`src/rtl/calc_input_seq_if.sv`:
```
// calc_input_seq_if: switch/button inputs and latched A/B/OP valid/ready hand-off of the entry sequencer.
interface calc_input_seq_if;
  logic [7:0] SW;
  logic       BTN_N;
  logic       READY;
  logic [3:0] A;
  logic [3:0] B;
  logic [2:0] OP;
  logic       VALID;
  logic [1:0] STATE;
  modport master (input SW, BTN_N, READY, output A, B, OP, VALID, STATE);
  modport slave (output SW, BTN_N, READY, input A, B, OP, VALID, STATE);
endinterface

```
`src/rtl/calc_input_seq.sv`:
```
// calc_input_seq: button-driven A -> B -> OP entry sequencer presenting one operation per valid/ready hand-off.
// Define CALC_INPUT_SEQ_DEBOUNCE_EN to debounce BTN_N; otherwise any synchronized falling edge is an enter.
module calc_input_seq #(
  parameter int DEBOUNCE_CYCLES = 16
) (
  input logic CLOCK_50,
  input logic RESETN,
  calc_input_seq_if.master io
);
  typedef enum logic [1:0] {GET_A = 2'b00, GET_B = 2'b01, GET_OP = 2'b10, SEND = 2'b11} state_t;
  state_t     state_q, state_d;
  logic [3:0] a_q, a_d, b_q, b_d;
  logic [2:0] op_q, op_d;
  logic [7:0] sw_s1_q, sw_s2_q;
  logic       btn_s1_q, btn_s2_q;
  logic [1:0] settle_q, settle_d;
  logic       armed_q, armed_d;
  logic       enter;
  logic       sw_unused;
  assign sw_unused = ^sw_s2_q[7:4];
  always_ff @(posedge CLOCK_50 or negedge RESETN) begin
    if (!RESETN) begin
      sw_s1_q  <= '0;
      sw_s2_q  <= '0;
      btn_s1_q <= 1'b1;
      btn_s2_q <= 1'b1;
    end else begin
      sw_s1_q  <= io.SW;
      sw_s2_q  <= sw_s1_q;
      btn_s1_q <= io.BTN_N;
      btn_s2_q <= btn_s1_q;
    end
  end
  // Enter is only armed once the synchronizer holds a real pin sample showing the button released.
  always_comb begin
    settle_d = (settle_q == 2'd2) ? settle_q : settle_q + 2'd1;
    armed_d  = armed_q | ((settle_q == 2'd2) & btn_s2_q);
  end
  always_ff @(posedge CLOCK_50 or negedge RESETN) begin
    if (!RESETN) begin
      settle_q <= '0;
      armed_q  <= 1'b0;
    end else begin
      settle_q <= settle_d;
      armed_q  <= armed_d;
    end
  end
`ifdef CALC_INPUT_SEQ_DEBOUNCE_EN
  localparam int CW = $clog2(DEBOUNCE_CYCLES);
  logic [CW-1:0] cnt_q, cnt_d;
  logic          db_q, db_d, enter_q, enter_d, flip;
  always_comb begin
    flip    = (btn_s2_q != db_q) && (cnt_q == CW'(DEBOUNCE_CYCLES - 1));
    cnt_d   = ((btn_s2_q == db_q) || flip) ? '0 : cnt_q + 1'b1;
    db_d    = flip ? btn_s2_q : db_q;
    enter_d = flip & ~btn_s2_q & armed_q;
  end
  always_ff @(posedge CLOCK_50 or negedge RESETN) begin
    if (!RESETN) begin
      cnt_q   <= '0;
      db_q    <= 1'b1;
      enter_q <= 1'b0;
    end else begin
      cnt_q   <= cnt_d;
      db_q    <= db_d;
      enter_q <= enter_d;
    end
  end
  assign enter = enter_q;
`else
  localparam int debounce_unused = DEBOUNCE_CYCLES;
  logic btn_prev_q;
  always_ff @(posedge CLOCK_50 or negedge RESETN) begin
    if (!RESETN) btn_prev_q <= 1'b1;
    else btn_prev_q <= btn_s2_q;
  end
  assign enter = armed_q & btn_prev_q & ~btn_s2_q;
`endif
  // Enter pulses arriving in SEND fall through untouched: they are dropped, not queued.
  always_comb begin
    state_d = state_q;
    a_d     = a_q;
    b_d     = b_q;
    op_d    = op_q;
    case (state_q)
      GET_A: if (enter) begin
        a_d     = sw_s2_q[3:0];
        state_d = GET_B;
      end
      GET_B: if (enter) begin
        b_d     = sw_s2_q[3:0];
        state_d = GET_OP;
      end
      GET_OP: if (enter) begin
        op_d    = sw_s2_q[2:0];
        state_d = SEND;
      end
      SEND: state_d = io.READY ? GET_A : SEND;
    endcase
  end
  always_ff @(posedge CLOCK_50 or negedge RESETN) begin
    if (!RESETN) begin
      state_q <= GET_A;
      a_q     <= '0;
      b_q     <= '0;
      op_q    <= '0;
    end else begin
      state_q <= state_d;
      a_q     <= a_d;
      b_q     <= b_d;
      op_q    <= op_d;
    end
  end
  assign io.A     = a_q;
  assign io.B     = b_q;
  assign io.OP    = op_q;
  assign io.VALID = (state_q == SEND);
  assign io.STATE = state_q;
endmodule

```
`src/flat_wrapper.sv`:
```
// flat-port wrapper written by rule: the top's interface ports become plain ports
module calc_input_seq_flat 
#(
  parameter int DEBOUNCE_CYCLES = 16
)
  (CLOCK_50, RESETN, io_SW, io_BTN_N, io_READY, io_A, io_B, io_OP, io_VALID, io_STATE);
  calc_input_seq_if io_i ();
  input logic CLOCK_50;
  input logic RESETN;
  input wire logic [$bits(io_i.SW)-1:0] io_SW;
  input wire logic [$bits(io_i.BTN_N)-1:0] io_BTN_N;
  input wire logic [$bits(io_i.READY)-1:0] io_READY;
  output wire logic [$bits(io_i.A)-1:0] io_A;
  output wire logic [$bits(io_i.B)-1:0] io_B;
  output wire logic [$bits(io_i.OP)-1:0] io_OP;
  output wire logic [$bits(io_i.VALID)-1:0] io_VALID;
  output wire logic [$bits(io_i.STATE)-1:0] io_STATE;
  assign io_i.SW = io_SW;
  assign io_i.BTN_N = io_BTN_N;
  assign io_i.READY = io_READY;
  assign io_A = io_i.A;
  assign io_B = io_i.B;
  assign io_OP = io_i.OP;
  assign io_VALID = io_i.VALID;
  assign io_STATE = io_i.STATE;
  calc_input_seq #(.DEBOUNCE_CYCLES(DEBOUNCE_CYCLES)) u_core (.CLOCK_50(CLOCK_50), .RESETN(RESETN), .io(io_i));
endmodule
```
`config.mk`:
```
export PLATFORM = sky130hd
export DESIGN_NAME = calc_input_seq_flat
export DESIGN_NICKNAME = d
export VERILOG_FILES = /design/src/rtl/calc_input_seq_if.sv /design/src/rtl/calc_input_seq.sv /design/src/flat_wrapper.sv
export SDC_FILE = /design/constraint.sdc
export NUM_CORES = 1
export LEC_CHECK = 0
export CORE_MARGIN = 5
export CORE_UTILIZATION = 26
export CTS_CLUSTER_SIZE = 20
export DETAILED_ROUTE_END_ITERATION = 10
export PLACE_DENSITY = 0.57
export SETUP_SLACK_MARGIN = 0.02
export SLEW_MARGIN = 20
export SYNTH_ARGS = -nofsm -noshare
export SYNTH_HDL_FRONTEND = slang
export SYNTH_SLANG_ARGS = --single-unit
```
`constraint.sdc`:
```
create_clock -name CLOCK_50 -period 3.2 [get_ports CLOCK_50]
set_clock_uncertainty 0.15 [all_clocks]
set_input_delay 0.64 -clock CLOCK_50 [delete_from_list [all_inputs] [get_ports CLOCK_50]]
set_output_delay 0.64 -clock CLOCK_50 [all_outputs]
set_load 0.05 [all_outputs]
```
==> qor.csv <==
metric,value,unit
Vias/cell,3.86,
cts bufs inserted,3,
Syn Std Cell Area,952,sq um
# H-tree levels,1,
Synth warnings,0,
GRT Total Usage,6.32,%
LEAKAGE,0.000547,uW
CTS tree,done,
Crit Path Class,reg -> out,
worst skew pair latency,0.26,ns
Crit. End Element,output pin,
Crit path required time,2.41,ns
diodes inserted,0,
Site Rows,22,
Worst VDD drop,293,uV
DIE AREA,4970,sq um
Mapped Nets,69,
global-route wire length before repair,2390,um
clock sink count,27,
setup TNS,0,ns
die height,70.5,um
Post-CTS Setup Bufs,0,
Port Buffer Count,21,
cell taking the most area after synthesis,dfrtp_1,
"FF+latch count, synth",27,
Starting Density,26.4,%
grt ovf,0,
Critical Path Start Type,register,
status,completed,
vias in the first global route,503,
Crit Path Max Fanout,8,
fin crit period,2.45,ns
via count,498,
die width,70.5,um
Max-slew headroom,59.3,%
Slew @ Worst Pin,0.606,ns
"Arr. time, crit path",1.66,ns
Area Growth Syn to Fin,32.7,%
CTS hold repair buffers,0,
Hold Path Class,reg -> reg,
Cells after Synth,56,
post-cts repair resize count,0,
largest net degree at the start of global routing,28,
nets@finish,95,
core area,3610,sq um
Tcrit/Tclk final,76.7,%
routed wire length per instance,11.1,um
Max Cap Viol,0,
layout cell share with drive strength beyond 1,24.7,%
DR DRC count,0,
"Slew Viols, Final",0,
antenna-violating nets left,0,
HPWL Detailed,1090,um
Area contributors post-synth,"dfrtp_1, dfstp_2, mux2_2, mux2_4, nand3b_4",
fillers,347,
register area share after synthesis,71.4,%
1st-iter DRT viols,18,
io pins,26,
final hold violations,0,
count of cell types in the netlist,18,
final wirelength,1430,um
"commonest non-fill, non-tap cell in the layout",dfrtp_1,
Initial DRT Pass Iterations,2,
FMAX,408,MHz
Synth Area per Inst,17.0,sq um
initial antenna violation count,0,
root buf cell,clkbuf_8,
"Power, Total",1290,uW
Max clock buf depth,2,
Final setup violation count,0,
RSZ-0062 raised after global routing,no,
gpl congestion,0.697,
Yosys top cell area share,63.1,%
Clock Pin Slew Worst Setup and Hold Paths,0.09,ns
Cell Pwr Density,1020,nW/um^2
"commonest cells after routing, fill and taps aside","dfrtp_1, clkdlybuf4s50_1, mux2_2",
-- synthesized netlist by cell type --
master,n
nand2_1,4
or3b_1,1
mux2_2,7
o21ai_0,1
nor3b_1,1
o211ai_1,1
mux2_4,4
nor3_1,1
and2_1,1
a21o_2,1
nand3b_4,1
mux2i_1,1
ha_1,1
xnor2_1,1
buf_6,1
inv_1,2
dfstp_2,3
dfrtp_1,24
-- routing by layer --
metal  up-vias  global-route usage (%)  wire, um
li1        240                       -         -
met1       240                    7.28       617
met2        14                    9.25       664
met3         4                    2.45        99
met4         0                    5.11        51
met5         -                       0         0
-- stage by stage --
stage / cell area, sq um / hold slack (ns) / setup slack [ns] / util, % / std cells
3_5_place_dp: 1220 / 0.186 / 1.03 / 33.8 / 125
4_1_cts: 1260 / 0.206 / 0.733 / 35.0 / 129
3_3_place_gp: 1220 / 0.183 / 1.04 / 33.8 / 125
6_report: 1260 / 0.204 / 0.747 / 35.0 / 129
5_1_grt: 1260 / 0.218 / 0.669 / 35.0 / 129
2_1_floorplan: 952 / 0.181 / 1.22 / - / 56
-- logic make-up after synthesis --
group / share of synthesized area, %
simple gates: 6.57
fa+ha+maj: 1.31
buf+inv: 1.97
xor+xnor: 0.920
mux: 15.6
compound gates: 2.23
flops: 71.4
-- worst paths after layout --
check                                               startpoint                           to  slack [ns]  cells past startpoint
worst max-delay path            u_core.io.STATE[0]$_DFFE_PN0P_                     io_VALID        0.75                      2
worst min-delay path               u_core.sw_s1_q[1]$_DFF_PN0_  u_core.sw_s2_q[1]$_DFF_PN0_        0.20                      0
worst max register to register     u_core.btn_prev_q$_DFF_PN1_   u_core.io.A[1]$_DFFE_PN0P_        1.42                      3
worst min register to register     u_core.sw_s1_q[1]$_DFF_PN0_  u_core.sw_s2_q[1]$_DFF_PN0_        0.20                      0
max in group asynchronous                               RESETN    u_core.btn_s1_q$_DFF_PN1_        2.02                      2
min in group asynchronous                               RESETN   u_core.io.A[2]$_DFFE_PN0P_        0.58                      2
-- state kept, by name, summed over array words and instances, names as in the netlist --
name / cells
u_core.armed_q: 1
u_core.btn_prev_q: 1
u_core.btn_s1_q: 1
u_core.btn_s2_q: 1
u_core.io.A: 4
u_core.io.B: 4
u_core.io.OP: 3
u_core.io.STATE: 2
u_core.settle_q: 2
u_core.sw_s1_q: 4
u_core.sw_s2_q: 4
-- report_power, final --
| part | switching, uW | internal, uW |
|---|---|---|
| clock | 94.5 | 88.9 |
| combinational | 381 | 234 |
| sequential | 60.7 | 431 |
| total | 536 | 754 |
-- critical path, cell delays in order, from the launching register on --
cell and delay (ns):
dfrtp_1 0.46, and2_1 0.15, clkdlybuf4s50_1 0.79
-- cell type report --
cell class | instances | area [sq um] | area share, %
sequential | 27 | 679 | 53.8
multi-input combinational | 26 | 254 | 20.1
timing repair buffer | 22 | 218 | 17.2
tap | 48 | 60.1 | 4.75
clock buffer | 4 | 45.0 | 3.56
inverter | 2 | 7.51 | 0.594
No activity file was read; power rests on OpenSTA's default activity.
